**src/rtl/bin7_to_bcd.sv**
```systemverilog
// Sequential 7-bit binary to 3-digit BCD converter using shift-and-add-3 (double dabble).
// state | meaning: IDLE wait for start | SHIFT seven add-3/shift steps | DONE one-cycle result pulse
module bin7_to_bcd (
  input  logic       clock,
  input  logic       reset,
  input  logic       start,
  input  logic [6:0] din,
  output logic       busy,
  output logic       done,
  output logic [3:0] bcd_hund,
  output logic [3:0] bcd_tens,
  output logic [3:0] bcd_ones
);

  typedef enum logic [1:0] {IDLE, SHIFT, DONE} state_t;

  state_t      state;
  state_t      state_nxt;
  logic [6:0]  binreg;
  logic [11:0] scratch;
  logic [11:0] scratch_adj;
  logic [11:0] scratch_shl;
  logic [2:0]  cnt;
  logic        last_shift;

  function automatic logic [3:0] add3(input logic [3:0] n);
    return (n >= 4'd5) ? n + 4'd3 : n;
  endfunction

  always_comb begin
    scratch_adj = {add3(scratch[11:8]), add3(scratch[7:4]), add3(scratch[3:0])};
    scratch_shl = {scratch_adj[10:0], binreg[6]};
    last_shift  = (cnt == 3'd6);
  end

  always_comb begin
    state_nxt = state;
    case (state)
      IDLE:    if (start) state_nxt = SHIFT;
      SHIFT:   if (last_shift) state_nxt = DONE;
      DONE:    state_nxt = IDLE;
      default: state_nxt = IDLE;
    endcase
  end

  always_ff @(posedge clock or posedge reset) begin
    if (reset) state <= IDLE;
    else       state <= state_nxt;
  end

  // The final shift result goes straight to the digit outputs, so they change only on DONE entry.
  always_ff @(posedge clock or posedge reset) begin
    if (reset) begin
      binreg   <= 7'd0;
      scratch  <= 12'd0;
      cnt      <= 3'd0;
      done     <= 1'b0;
      bcd_hund <= 4'd0;
      bcd_tens <= 4'd0;
      bcd_ones <= 4'd0;
    end else begin
      done <= 1'b0;
      case (state)
        IDLE: begin
          if (start) begin
            binreg  <= din;
            scratch <= 12'd0;
            cnt     <= 3'd0;
          end
        end
        SHIFT: begin
          scratch <= scratch_shl;
          binreg  <= {binreg[5:0], 1'b0};
          cnt     <= cnt + 3'd1;
          if (last_shift) begin
            bcd_hund <= scratch_shl[11:8];
            bcd_tens <= scratch_shl[7:4];
            bcd_ones <= scratch_shl[3:0];
            done     <= 1'b1;
          end
        end
        default: ;
      endcase
    end
  end

  assign busy = (state != IDLE);

endmodule
```
**config.mk**
```make
export PLATFORM = sky130hd
export DESIGN_NAME = bin7_to_bcd
export DESIGN_NICKNAME = d
export VERILOG_FILES = /design/src/rtl/bin7_to_bcd.sv
export SDC_FILE = /design/constraint.sdc
export NUM_CORES = 1
export LEC_CHECK = 0
export CAP_MARGIN = 5
export CORE_MARGIN = 2
export CORE_UTILIZATION = 50
export CTS_BUF_LIST = sky130_fd_sc_hd__clkbuf_4
export CTS_CLUSTER_SIZE = 30
export DETAILED_ROUTE_END_ITERATION = 10
export GPL_TIMING_DRIVEN = 0
export PLACE_DENSITY_LB_ADDON = 0.2
export SYNTH_ARGS = -nofsm -noshare
export SYNTH_HDL_FRONTEND = slang
export SYNTH_SLANG_ARGS = --single-unit
```
**constraint.sdc**
```tcl
create_clock -name clock -period 1.6 [get_ports clock]
set_input_delay 0.32 -clock clock [delete_from_list [all_inputs] [get_ports clock]]
set_output_delay 0.32 -clock clock [all_outputs]
set_load 0.03 [all_outputs]
```
; After elaboration in Yosys (flattened, before gate mapping)
; Cells that the tools add are included.
[classes]
bitwise = 0
n_mul = 0
n_div = 0
magnitude_cmp = 3
n_mux = 14
add_sub_neg = 4
eq_ne = 4
shift = 0
n_reduce_logical = 6
[op_table]
columns = operator, n
row1 = $pmux 12 s2, 1
row2 = $pmux 7 s2, 1
row3 = $ge 4x3->1 const B, 3
row4 = $mux 12, 1
row5 = $add 4x2->4 const B, 2
row6 = $mux 4, 2
row7 = $mux 7, 1
row8 = $mux 3, 2
row9 = $pmux 3 s2, 1
row10 = $reduce_and 2->1, 3
row11 = $mux 2, 2
row12 = $ne 2x2->1 const B, 2
row13 = $pmux 2 s2, 1
row14 = $reduce_bool 2->1, 2
row15 = $add 3x1->3 const B, 1
row16 = $add 3x2->3 const B, 1
row17 = $eq 3x3->1 const B, 1
row18 = $eq 2x1->1 const B, 1
row19 = $logic_not 2->1, 1
row20 = $mux 1, 2
[totals]
mem_bits_rw = 0
n_memories = 0
romBits = 0
latchBits = 0
reg_bits = 37

; Depth between registers and ports, before layout
; Gate-level depths: netlist of run 1.
[depth]
depth_word = 3
ltp_mapped = 6

; Worst setup path after synthesis of run 1
; Ideal clock, no wire load.
[synth_path]
kind = reg2reg
start = register scratch[8]
end = register scratch[10]
path_stages_with_launch = 7
arrival_time_ps = 1397
setup_ps = 83
synth_period_minus_slack_ps = 1480
required_time_ps = 1517
setup_slack_ps = 120
cell_sequence = dfrtp_1 > inv_1 > ha_1 > nand2b_1 > a21oi_1 > mux2_2 > o21ai_0
[synth_via]
elab_chain_len = 3
word_cells_on_any_way = 4
classes_between = add/sub: 1 / order compare: 1 / mux: 2
[synth_lines]
columns = element, line_no
row1 = "start, declared", 20  ; logic [11:0] scratch;
row2 = "start signal, assigned", 72  ; scratch <= scratch_shl;
row3 = $ge 4x3->1 / $add 3x2->3 (equally long branches), 27  ; return (n >= 4'd5) ? n + 4'd3 : n;
row4 = $mux 3 *, 27
row5 = $pmux 12 s2 *, 63  ; case (state)
; Mark *: on every way between the ends. The rest lies on a longest branch, timed or not.
; A chain may end at the register's enable or synchronous reset.

; Worst setup path in the final report of run 1
; Same ends and word-level chain as after synthesis.

==> results of run 1 <==
## cells in the final DEF (no fill, tap or decap), types with 2 or more instances in the layout
master and count:
o21ai_1 10, nor2_1 3, nand2_1 36, dlygate4sd2_1 13
nor3b_1 10, nor3_1 3, buf_4 10, dfrtp_1 36
nand3_1 2, o21ai_2 8, inv_1 8, ha_4 3
ha_1 5, buf_6 4, nand2b_1 4, inv_2 3
clkdlybuf4s50_1 9, a21oi_2 3, clkbuf_4 6, o21ai_0 18
a21oi_1 11, xnor2_1 3, mux2_2 2
## path summary, 6_finish.rpt
kind	startpoint	to	slack, ns
min	reset	scratch[0]	0.39
min in group clock	bcd_tens[3]	bcd_tens[3]	0.48
max reg2reg	scratch[8]	scratch[10]	0.03
min reg2reg	bcd_tens[3]	bcd_tens[3]	0.48
max	scratch[8]	scratch[10]	0.03
max in group asynchronous	reset	scratch[8]	0.66
## per-layer routing
layer  up-vias  GRT usage [%]
li1        707              -
met1       692          23.68
met2        22          33.59
met3         8          5.729
met4         0          6.117
met5         -              0
## power breakdown
| group | switching [mW] | internal (mW) |
|---|---|---|
| clock | 0.288 | 0.177 |
| sequential | 0.302 | 1.30 |
| combinational | 1.30 | 1.06 |
| total | 1.89 | 2.54 |
## registers in the layout (all words and copies together) (netlist names)
| signal | flops |
|---|---|
| bcd_tens | 4 |
| scratch | 12 |
| state | 2 |
| binreg | 7 |
| bcd_hund | 4 |
| cnt | 3 |
| bcd_ones | 4 |
| done | 1 |
## through the flow
step | instance area, µm² | TNS, ns
after detailed placement | 2142 | -0.3846
after floorplan | 1827 | 0
after global routing | 2318 | -0.06084
final | 2318 | 0
after CTS | 2198 | 0
after global placement | 2115 | -13.55
## critical path, cell delays in order, from the launching register on
cell      delay [ns]
dfrtp_1         0.43
inv_1           0.15
ha_4            0.18
nand2b_1        0.08
a21oi_2         0.18
mux2_2          0.37
o21ai_1         0.12
## cell type report
class                           count  share of cell area (%)
Clock buffer                        6                   1.943
Clock inverter                      1                  0.1619
Timing Repair Buffer               35                   14.79
Buffer                              6                   2.536
Sequential cell                    37                   39.99
Tap cell                           46                   2.482
Inverter                           11                   1.781
Multi-Input combinational cell    129                   36.32
## cells by family after synthesis
logic type | after synthesis
AO/OA/AOI/OAI | 54
buffers and inverters | 19
adder cells (fa/ha/maj) | 8
flip-flops | 37
XOR/XNOR | 3
multiplexers | 3
AND/OR/NAND/NOR | 61
## cell usage after synthesis, drive strengths merged
master	count	area, µm²
inv	11	41.29
o21ai	36	206.5
a21oi	14	77.58
o21bai	1	18.77
a21boi	1	7.510
xnor2	3	26.28
dfrtp	37	925.9
nor3b	10	75.07
mux2	3	37.53
or2	1	6.260
a31oi	1	6.260
nor3	3	15.01
and2b	1	10.01
nand2b	4	25.02
buf	7	60.05
ha	8	100.1
nand3	3	27.53
a22o	1	8.760
nor2	3	11.26
clkbuf	1	5.000
nand2	36	135.1
## timing repair
action	in CTS	in global routing
setup buffers	1	9
pin swaps	0	3
gates cloned	0	1
gates resized for setup	27	9
setup endpoints to repair	20	6
==> impl_metrics.csv, run 1 <==
group,metric,value,unit
yosys,yosys.area_share.adder,5.479,%
timing,grt_setup_unrepaired,"yes",
timing,slew_headroom,51.81,%
timing,skew,0.006457,ns
power_and_ir_drop,power,4.432,mW
routing,wl_met2,2067,µm
final_layout,syn2layout_area_growth,26.92,%
global_routing,overflow,0,
timing,max_clock_freq,637.4,MHz
placement,dp_cells,255,
placement,hpwl,2670,µm
timing,hold_viol_final,0,
timing,setup_ws,0.03121,ns
floorplanning,io-pin-count,24,
routing,drc,0,
clock_tree,clkLatencyLatePin,0.34,ns
floorplanning,fp.coreArea,3416,µm²
power_and_ir_drop,power_density,1912,nW/µm²
final_layout,fill_cells,284,
power_and_ir_drop,vdd_drop_max,0.001084,V
global_routing,grt_antenna_before_repair,0,
clock_tree,cts_tree,"yes",
run,drv_cap,0,
clock_tree,ctsHtreeMaxLevel,2,
yosys,synthCells,185,
placement,portBuffers,23,
yosys,yosys.cell_types.count,28,
yosys,synth_seq_cells,37,
floorplanning,die_h,64.45,µm
routing,dr.first_iter.drc_count,53,
final_layout,final_util,67.88,%
yosys,synthXorXnorAreaFrac,1.438,%
critical_path,cp.required,1.86,ns
timing,setup_viol,0,
timing,whs,0.3937,ns
routing,first_pass_iters,4,
yosys,synth-simple-area-share,16.71,%
critical_path,cp_max_fo,4,
floorplanning,start_util,53.48,%
critical_path,cp.arrival,1.83,ns
yosys,synth-compound-area-share,17.81,%
critical_path,setup.worst_path.end_class,"register",
clock_tree,root_buffer,"clkbuf_4",
final_layout,final_cells,271,
critical_path,worst_setup_path_start_kind,"register",
floorplanning,placementRows,21,
routing,finalWirelength,3906,µm
clock_tree,clock_sinks,37,
final_layout,layout-drive-gt1-share,22.22,%
power_and_ir_drop,total_leakage_power,1.084,nW
global_routing,grt_pass1_vias,1347,
final_layout,seq_area,927.1,µm²
floorplanning,dieArea,4153,µm²
timing,min_period,1.569,ns
clock_tree,cts_buffers,5,
yosys,syn_area_per_cell,9.874,µm²
routing,viasPerCell,5.273,
routing,wire_per_inst,14.41,µm
global_routing,grt_usage,19.54,%
placement,pre_cts_slack,-0.2724,ns
critical_path,path_class,"reg2reg",
yosys,netlist_area,1827,µm²
clock_tree,clk_pin_slew,0.10,ns
run_status,status,"completed",
timing,tightest_slew,0.7220,ns
global_routing,grt_max_degree,22,
final_layout,nets,243,
routing,drtAntennaViolNets,0,
timing,fin_crit_sh,98.05,%
yosys,synth-seq-area-share,50.68,%
routing,drt-met1-wl,1660,µm
final_layout,diodes,0,
yosys,syn_nets,203,
clock_tree,clock_path_buffers,2,
timing,final_max_slew_viol_count,0,
routing,vias,1429,
placement,finalWeightedCongestion,0.8197,
yosys,synth_top_family_by_area,"compound AO/OA/AOI/OAI gates",
yosys,ys_warn_count,0,
worst_hold_path,worstHoldPathType,"in2async",
routing,top_layer,"met4",
yosys,synthMuxAreaShare,2.055,%
critical_path,r2r_cells,6,
clock_tree,holdBufCountCts,0,
floorplanning,die_w,64.45,µm
final_layout,multiInputGateArea,842.1,µm²
routing,dr_wl_met3,112,µm
global_routing,grt_first_pass_wirelength,6175,µm
Note: power is estimated with default switching activity, not from simulation.
==> run 2, diff against run 1 <==
Settings changed: HOLD_SLACK_MARGIN set to 0.08.
==> results of run 2 <==
The final DEF is identical to that of run 1; final timing and power are the same.
